`config.mk`:
```
export PLATFORM = sky130hd
export DESIGN_NAME = excp_commit_ctrl
export DESIGN_NICKNAME = d
export VERILOG_FILES = /design/src/rtl/excp_pkg.sv /design/src/rtl/excp_prio_enc.sv /design/src/rtl/excp_commit_ctrl.sv
export SDC_FILE = /design/constraint.sdc
export NUM_CORES = 1
export LEC_CHECK = 0
export BUFFER_PORTS_ARGS = -buffer_cell sky130_fd_sc_hd__buf_4
export CAP_MARGIN = 30
export CORE_MARGIN = 2
export CORE_UTILIZATION = 48
export CTS_BUF_LIST = sky130_fd_sc_hd__clkbuf_4 sky130_fd_sc_hd__clkbuf_8
export CTS_CLUSTER_DIAMETER = 120
export DETAILED_ROUTE_END_ITERATION = 10
export MAX_ROUTING_LAYER = met4
export PLACE_DENSITY = 0.88
export SYNTH_ARGS = -nofsm -noshare
export SYNTH_HDL_FRONTEND = slang
export SYNTH_SLANG_ARGS = --single-unit
```
`constraint.sdc`:
```
create_clock -name clk -period 5.2 [get_ports clk]
set_input_delay 0.26 -clock clk [delete_from_list [all_inputs] [get_ports clk]]
set_output_delay 0.26 -clock clk [all_outputs]
set_load 0.01 [all_outputs]
```
`src/rtl/excp_pkg.sv`:
```
// Shared definitions for the commit-stage exception initiator: cause codes,
// commit_excp bit positions and the controller state encoding.
package excp_pkg;

  localparam logic [5:0] ECODE_INT = 6'h00;
  localparam logic [5:0] ECODE_ADE = 6'h08;
  localparam logic [5:0] ECODE_ALE = 6'h09;
  localparam logic [5:0] ECODE_SYS = 6'h0B;
  localparam logic [5:0] ECODE_BRK = 6'h0C;
  localparam logic [5:0] ECODE_INE = 6'h0D;

  localparam logic [8:0] ESUB_NONE = 9'd0;
  localparam logic [8:0] ESUB_ADEF = 9'd0;
  localparam logic [8:0] ESUB_ADEM = 9'd1;

  localparam int EXCP_ADEF = 0;
  localparam int EXCP_INE  = 1;
  localparam int EXCP_SYS  = 2;
  localparam int EXCP_BRK  = 3;
  localparam int EXCP_ALE  = 4;
  localparam int EXCP_ADEM = 5;
  localparam int EXCP_RSVD = 6;

  typedef enum logic [1:0] {
    ST_IDLE  = 2'd0,
    ST_FLUSH = 2'd1,
    ST_REDIR = 2'd2
  } excp_state_t;

endpackage

```
`src/rtl/excp_prio_enc.sv`:
```
// Fixed-priority cause selection: interrupt first, then the commit exception
// flags in architectural order. ERTN is resolved by the caller when hit=0.
module excp_prio_enc
  import excp_pkg::*;
(
  input  logic       has_int,
  input  logic [5:0] excp,
  output logic       hit,
  output logic [5:0] ecode,
  output logic [8:0] esubcode
);

  always_comb begin
    hit      = 1'b1;
    ecode    = ECODE_INT;
    esubcode = ESUB_NONE;
    if (has_int) begin
      ecode = ECODE_INT;
    end else if (excp[EXCP_ADEF]) begin
      ecode    = ECODE_ADE;
      esubcode = ESUB_ADEF;
    end else if (excp[EXCP_INE]) begin
      ecode = ECODE_INE;
    end else if (excp[EXCP_SYS]) begin
      ecode = ECODE_SYS;
    end else if (excp[EXCP_BRK]) begin
      ecode = ECODE_BRK;
    end else if (excp[EXCP_ALE]) begin
      ecode = ECODE_ALE;
    end else if (excp[EXCP_ADEM]) begin
      ecode    = ECODE_ADE;
      esubcode = ESUB_ADEM;
    end else begin
      hit = 1'b0;
    end
  end

endmodule

```
`src/rtl/excp_commit_ctrl.sv`:
```
// Commit-stage exception/ERTN initiator: one-cycle flush pulse, then a held
// redirect to fetch. Optional BADV capture is enabled with `define EXCP_BADV_EN.
module excp_commit_ctrl
  import excp_pkg::*;
#(
  parameter int PC_W         = 32,
  parameter int EENTRY_ALIGN = 6
) (
  input  logic            clk,
  input  logic            reset,
  input  logic            commit_valid,
  input  logic [PC_W-1:0] commit_pc,
  input  logic [6:0]      commit_excp,
  input  logic            commit_ertn,
  input  logic            has_int,
  input  logic [PC_W-1:0] csr_eentry,
  input  logic [PC_W-1:0] csr_era,
`ifdef EXCP_BADV_EN
  input  logic [PC_W-1:0] commit_vaddr,
  output logic            badv_we,
  output logic [PC_W-1:0] badv_out,
`endif
  output logic            excp_flush,
  output logic            ertn_flush,
  output logic [5:0]      ecode_out,
  output logic [8:0]      esubcode_out,
  output logic [PC_W-1:0] era_out,
  output logic            redirect_valid,
  output logic [PC_W-1:0] redirect_pc,
  input  logic            redirect_ready,
  output logic            commit_stall
);

  excp_state_t     state, next_state;
  logic            prio_hit;
  logic [5:0]      prio_ecode;
  logic [8:0]      prio_esub;
  logic            trigger;
  logic            ertn_q;
  logic [PC_W-1:0] target_d;
  logic            unused_bits;

  excp_prio_enc u_prio (
    .has_int  (has_int),
    .excp     (commit_excp[5:0]),
    .hit      (prio_hit),
    .ecode    (prio_ecode),
    .esubcode (prio_esub)
  );

  assign unused_bits = ^{commit_excp[EXCP_RSVD], csr_eentry[EENTRY_ALIGN-1:0]};
  assign trigger     = commit_valid & (prio_hit | commit_ertn);
  assign target_d    = prio_hit ? {csr_eentry[PC_W-1:EENTRY_ALIGN], {EENTRY_ALIGN{1'b0}}}
                                : csr_era;

  always_ff @(posedge clk) begin
    if (reset) state <= ST_IDLE;
    else       state <= next_state;
  end

  always_comb begin
    next_state = state;
    case (state)
      ST_IDLE:  if (trigger) next_state = ST_FLUSH;
      ST_FLUSH: next_state = ST_REDIR;
      ST_REDIR: if (redirect_ready) next_state = ST_IDLE;
      default:  next_state = ST_IDLE;
    endcase
  end

  // Cause fields only move on an exception so an ERTN leaves the last values visible.
  always_ff @(posedge clk) begin
    if (reset) begin
      ertn_q       <= 1'b0;
      redirect_pc  <= '0;
      ecode_out    <= '0;
      esubcode_out <= '0;
      era_out      <= '0;
    end else if (state == ST_IDLE && trigger) begin
      ertn_q      <= ~prio_hit;
      redirect_pc <= target_d;
      if (prio_hit) begin
        ecode_out    <= prio_ecode;
        esubcode_out <= prio_esub;
        era_out      <= commit_pc;
      end
    end
  end

`ifdef EXCP_BADV_EN
  logic badv_q;

  always_ff @(posedge clk) begin
    if (reset) begin
      badv_q   <= 1'b0;
      badv_out <= '0;
    end else if (state == ST_IDLE && trigger) begin
      badv_q <= prio_hit & ((prio_ecode == ECODE_ADE) | (prio_ecode == ECODE_ALE));
      if (prio_hit && prio_ecode == ECODE_ADE && prio_esub == ESUB_ADEF)
        badv_out <= commit_pc;
      else if (prio_hit && (prio_ecode == ECODE_ALE || prio_ecode == ECODE_ADE))
        badv_out <= commit_vaddr;
    end
  end

  assign badv_we = (state == ST_FLUSH) & badv_q & ~reset;
`endif

  // Pulses are suppressed while reset is high so an aborted sequence emits nothing.
  always_comb begin
    excp_flush     = 1'b0;
    ertn_flush     = 1'b0;
    redirect_valid = 1'b0;
    commit_stall   = 1'b0;
    case (state)
      ST_IDLE: commit_stall = trigger & ~reset;
      ST_FLUSH: begin
        excp_flush   = ~ertn_q & ~reset;
        ertn_flush   = ertn_q & ~reset;
        commit_stall = ~reset;
      end
      ST_REDIR: begin
        redirect_valid = ~reset;
        commit_stall   = ~reset;
      end
      default: ;
    endcase
  end

endmodule

```
==> results.cfg, run 1 <==
[routing]
pre_repair_dr_iteration_count = 5
post-route-drc-count = 0
vias_per_cell = 5.22
routed_wire_length_per_instance_um = 14.4
ant_nets = 0
routed_wl_mm = 8.99
drt_iter0_markers = 130
vias = 3263

[cts]
cts.repair_timing.setup_buffer_count = 0
cts_hold_bufs = 0
skew_pair_late_insertion_delay_ns = 0.34
post_cts_resized = 0
number_of_h_tree_levels = 3
largest_buffer_count_on_any_clock_path = 2
cts.reportedPaths.clkPinSlew_ns = 0.07
cts.root.buffer_cell = sky130_fd_sc_hd__clkbuf_8
cts-buffers-inserted = 9
tritoncts = built
tritoncts_num_sinks = 72

[layout]
finish.utilization_pct = 73.3
antenna-diode-count = 0
layout-drive-gt1-share_pct = 40.7
non_filler_cells_in_the_finished_layout = 625
number_of_fill_cells = 475
final_nets = 656
layout-area-overhead-vs-synth_pct = 47.8

[global_routing]
first_pass_grt_wire_length_mm = 14.3
first_global_vias = 3249
grt_overflow_total = 0
antenna_found_initial = 0
pin_count_of_the_biggest_net_entering_global_routing = 77
grt.total_usage_pct = 25.5

[synth]
synthesis.area_um2 = 3130
post_synth_most_frequent_cells = 103 x sky130_fd_sc_hd__nand2_1, 73 x sky130_fd_sc_hd__a21oi_1, 72 x sky130_fd_sc_hd__dfxtp_1
synth-edff-count = 0
warnings_synthesis = 0
synth-async-reset-ratio_pct = 0
post-synth-top-area-fraction_pct = 46.0
synth.top_cells.by_area = sky130_fd_sc_hd__dfxtp_1 46%, sky130_fd_sc_hd__nand2_1 12%, sky130_fd_sc_hd__a21oi_1 12%
netlist-cell-type-count = 31
postSynthAreaPerCell_um2 = 8.18
postSynthRegisterBits = 72
yosys_most_used_dff = sky130_fd_sc_hd__dfxtp_1
ys_seq_area_share_pct = 46.0
postSynthCellCount = 383
yosys.cell_count.top_type = sky130_fd_sc_hd__nand2_1
synth_area_leader_cell = sky130_fd_sc_hd__dfxtp_1

[critical_path]
cp_data_required_time_ns = 4.94
worst-setup-path-type = flip-flop to primary output
critical_path.max_fanout = 25
worstSetupEndpointType = primary output
cp.arrival_ns = 2.51
path_cells = inv_1 > ha_1 > and2_1 > o31a_1 > buf_4 > nor2_1 > nor3_1 > buf_4
worst_path_largest_cell_delay_ns = 0.45
crit_path_frequent_cell = sky130_fd_sc_hd__buf_4
buffers_plus_inverters_on_the_worst_setup_path = 3
critPathLaunchType = flip-flop
critical_path.top_delay_family = buffers and inverters
critPathSlowestCell = sky130_fd_sc_hd__o31a_1

[floorplanning]
boundaryPins = 192
fp-row-count = 29
dieWidth_um = 84.8
initial_core_util_pct = 49.6
coreArea_um2 = 6310
chip_height_um = 84.8
fp.dieArea_um2 = 7190

[place]
placement.io_buffers = 174
hpwl_mm = 6.53
numPlacedInstances = 609
gp_congestion = 0.865

[pwr]
cellPowerDensity_nw_per_um2 = 317
static-leakage-power_nw = 2.02
p_total_mw = 1.47
vdd_drop_max_uv = 210

[timing]
slew-limit-headroom_pct = 37.0
finClkSkew_ns = 0.00666
final_hold_viol_count = 0
fin_tns_setup_ns = 0
post-route-period-util_pct = 53.3
worst_margin_pin_slew_ns = 0.942
post-route-min-period_ns = 2.77
grt_setup_unrepaired = false
slew_viol_final = 0
finalSetupViolations = 0
fmax_ghz = 0.361

[job]
max-cap-violations = 0

[worst_hold_path]
worstHoldPathType = primary input to flip-flop

[status]
run_status = complete, no violations
per-layer routing:
metal	GRT usage (%)	wire, um	up-vias
li1	-	-	1585
met1	29.1	3650	1513
met2	44.0	4450	157
met3	5.80	801	8
met4	8.80	84	0
met5	-	0	-
layout by cell type, fill, tap and decap left out, types with 4 or more instances in the layout:
cell | netlist | final
sky130_fd_sc_hd__a211oi_1 | 4 | 4
sky130_fd_sc_hd__a211oi_2 | 23 | 23
sky130_fd_sc_hd__a21oi_1 | 73 | 72
sky130_fd_sc_hd__buf_4 | 10 | 179
sky130_fd_sc_hd__clkbuf_8 | 0 | 9
sky130_fd_sc_hd__conb_1 | 1 | 10
sky130_fd_sc_hd__dfxtp_1 | 72 | 72
sky130_fd_sc_hd__ha_1 | 4 | 4
sky130_fd_sc_hd__nand2_1 | 103 | 103
sky130_fd_sc_hd__nand3_1 | 6 | 6
sky130_fd_sc_hd__nor2_1 | 30 | 30
sky130_fd_sc_hd__nor2b_1 | 4 | 4
report_power, final:
group          total [mW]  switching (mW)  internal [mW]
Clock               0.534           0.214          0.319
Sequential          0.621          0.0244          0.597
Combinational       0.313           0.159          0.154
sequential cells by signal (all words and copies together) (netlist names):
register and cells:
era_out 32, redirect_pc 32, ecode_out 4, state 2, ertn_q 1, esubcode_out 1
cell type report:
type | count | area, um^2 | share of cell area (%)
sequential | 72 | 1440 | 31.1
multi-input combinational | 278 | 1490 | 32.3
timing repair buffer | 179 | 1340 | 29.0
inverter | 3 | 11.3 | 0.243
clock inverter | 7 | 119 | 2.57
tap | 77 | 96.3 | 2.08
clock buffer | 9 | 124 | 2.68
worst paths after layout:
kind,start,endpoint,slack [ns],cells past startpoint
hold / removal,has_int,ecode_out[3],0.13,2
hold reg to reg,ecode_out[2],ecode_out[2],0.45,2
setup / recovery,state[0],commit_stall,2.43,8
setup reg to reg,state[0],redirect_pc[11],2.96,7
kinds of logic (layout without fill, tap and decap cells):
logic type	after synthesis	after routing	synth area share, %
flip-flops	72	72	46.0
AO/OA/AOI/OAI	107	107	24.0
adder cells (fa/ha/maj)	4	4	1.60
buffers and inverters	42	198	7.51
other	1	10	0.120
AND/OR/NAND/NOR	156	156	20.4
multiplexers	1	1	0.320
through the flow:
stage                     setup WS [ns]  instance area, um^2  hold WS, ns
after floorplan                    3.12                 3170        0.357
after global placement             2.84                 4390        0.439
after detailed placement           2.78                 4390        0.447
after CTS                          2.41                 4630        0.113
after global routing               2.24                 4630        0.136
final                              2.43                 4630        0.129
worst register-to-register path, delay by kind of cell, from the launching register on:
| kind | cells | cell delay, ns |
|---|---|---|
| flip-flops | 1 | 0.34 |
| AND/OR/NAND/NOR | 2 | 0.45 |
| AO/OA/AOI/OAI | 2 | 0.68 |
| adder cells (fa/ha/maj) | 1 | 0.22 |
| buffers and inverters | 2 | 0.47 |
No activity file was read; power rests on OpenSTA's default activity.
==> run 2, diff against run 1 <==
CORE_UTILIZATION = 40   (was 48)
PLACE_DENSITY = 0.78   (was 0.88)
clock period = 2.35 ns   (was 5.2 ns; I/O delays follow)
==> results.cfg, run 2 (same netlist as run 1, synthesis figures left out) <==
[layout]
antenna-diode-count = 0
mostFrequentLayoutCell = sky130_fd_sc_hd__buf_4
final_nets = 660
most-common-layout-cells = 181 x sky130_fd_sc_hd__buf_4, 103 x sky130_fd_sc_hd__nand2_1, 72 x sky130_fd_sc_hd__a21oi_1, 72 x sky130_fd_sc_hd__dfxtp_1, 30 x sky130_fd_sc_hd__nor2_1
layout-drive-gt1-share_pct = 40.9
reg.largest.list = era_out x32, redirect_pc x32, ecode_out x4
layout-area-overhead-vs-synth_pct = 49.0

[cts]
cts-buffers-inserted = 9
skew_pair_late_insertion_delay_ns = 0.33
cts.root.buffer_cell = sky130_fd_sc_hd__clkbuf_8
cts.repair_timing.setup_buffer_count = 0
largest_buffer_count_on_any_clock_path = 2
cts.reportedPaths.clkPinSlew_ns = 0.08
tritoncts_num_sinks = 72
post_cts_resized = 0
tritoncts = built
number_of_h_tree_levels = 3
cts_hold_bufs = 1

[floorplanning]
initial_core_util_pct = 41.0
dieWidth_um = 92.5
fp.dieArea_um2 = 8560
boundaryPins = 192
coreArea_um2 = 7650
chip_height_um = 92.5
fp-row-count = 32

[worst_hold_path]
hold_start = commit_pc[1]
worst_hold_path.num_cells = 3
destination_of_the_worst_hold_path = era_out[1]
worstHoldPathType = primary input to flip-flop

[timing]
slew-limit-headroom_pct = 58.7
grt_setup_unrepaired = false
fin_tns_setup_ns = 0
final_hold_viol_count = 0
post-route-min-period_ns = 2.10
finalSetupViolations = 0
timing.hold.ws_ns = 0.0231
slew_viol_final = 0
worst_margin_pin_slew_ns = 0.613
finClkSkew_ns = 0.00760
post-route-period-util_pct = 89.2
fmax_ghz = 0.477

[critical_path]
critical_path.max_fanout = 7
critPathSlowestCell = sky130_fd_sc_hd__and2_1
worst-setup-path-type = flip-flop to primary output
worst_path_largest_cell_delay_ns = 0.35
critical_path.top_delay_family = simple AND/OR/NAND/NOR gates
critPathLaunchType = flip-flop
reg_to_reg_endpoint = redirect_pc[11]
cp_data_required_time_ns = 2.23
path_cells = inv_1 > ha_1 > and2_1 > o31a_1 > nor2_1 > nor3_1 > buf_4
worst_setup_slack_for_register_to_register_paths_ns = 0.40
timing.rr.start = state[0]
buffers_plus_inverters_on_the_worst_setup_path = 2
cp.arrival_ns = 1.98
worstSetupEndpointType = primary output
critical_path_cell_count = 7
r2r.worst_path.cells = 7

[pwr]
vdd_drop_max_uv = 371
switch_share_pct = 27.9
power.clock.fraction_pct = 32.3
cellPowerDensity_nw_per_um2 = 658
static-leakage-power_nw = 2.03
combPwrFrac_pct = 22.9
p_switching_mw = 0.858
seq_power_share_pct = 44.8
intPower_mw = 2.22

[global_routing]
pin_count_of_the_biggest_net_entering_global_routing = 55
first_pass_grt_wire_length_mm = 14.6
antenna_found_initial = 0
first_global_vias = 3182
grt_overflow_total = 0
grt.total_usage_pct = 21.9

[routing]
vias_per_cell = 4.94
post-route-drc-count = 0
routed_wl_mm = 9.08
drt_iter0_markers = 135
ant_nets = 0
pre_repair_dr_iteration_count = 4
vias = 3228
routed_wire_length_per_instance_um = 13.9

[status]
run_status = complete, no violations

[job]
max-cap-violations = 0

[place]
hpwl_mm = 6.66
gp_congestion = 0.754
placement.io_buffers = 174
[run 2: changes by cell type in the layout (fill, tap and decap cells not counted), sizes merged]
| cell | previous run | this run |
|---|---|---|
| clkbuf | 9 | 11 |
| dlygate4sd3 | 0 | 1 |
| inv | 4 | 3 |
| buf | 179 | 182 |
| clkinv | 1 | 2 |
| bufinv | 3 | 1 |
[run 2: worst max path at each step]
stage	to	from
2_1_floorplan	commit_stall	state[0]
3_3_place_gp	redirect_pc[6]	commit_excp[4]
3_5_place_dp	redirect_pc[20]	state[0]
4_1_cts	commit_stall	state[0]
5_1_grt	commit_stall	state[0]
6_report	commit_stall	state[0]
[run 2: cell type report]
| type | instances | area [um^2] |
|---|---|---|
| flip-flops and latches | 72 | 1440 |
| clock inverters | 5 | 55.1 |
| repair buffers | 183 | 1390 |
| fillers | 674 | 2980 |
| well taps | 102 | 128 |
| clock buffers | 11 | 151 |
| inverters | 3 | 11.3 |
| multi-input cells | 278 | 1490 |
[run 2: metrics by stage]
stage                     setup WS (ns)  cells  util, %  instance area [um^2]  total power, mW
after floorplan                   0.411    392        -                  3170             1.76
after global placement            0.515    637     58.2                  4450             2.09
after detailed placement          0.395    637     58.2                  4450             2.11
after CTS                         0.235    654     61.1                  4670             3.11
after global routing              0.148    654     61.1                  4670             3.24
final                             0.254    654     61.1                  4670             3.07
[run 2: worst register-to-register path, cell delays in order, from the launching register on]
cell                       delay (ns)
sky130_fd_sc_hd__dfxtp_1         0.34
sky130_fd_sc_hd__inv_1           0.10
sky130_fd_sc_hd__ha_1            0.21
sky130_fd_sc_hd__and2_1          0.35
sky130_fd_sc_hd__o31a_1          0.25
sky130_fd_sc_hd__buf_4           0.31
sky130_fd_sc_hd__nor2_1          0.11
sky130_fd_sc_hd__a211oi_2        0.20
[run 2: layer usage]
metal  routed length (um)  track usage [%]  part of all wire (%)  vias to the layer above
met5                    0                -                     0                        -
met4                  131             7.46                   1.4                        0
met3                  905             6.18                    10                       14
met2                 4310             36.3                    47                      145
met1                 3730             25.4                    41                     1477
li1                     -                -                     -                     1592
[run 2: power groups by stage]
stage          registers [mW]  clock network, mW  logic (mW)
6_report                 1.38              0.993       0.705
5_1_grt                  1.39               1.08       0.775
4_1_cts                  1.38               1.03       0.713
3_5_place_dp             1.40                  0       0.711
3_3_place_gp             1.40                  0       0.690
2_1_floorplan            1.44                  0       0.322
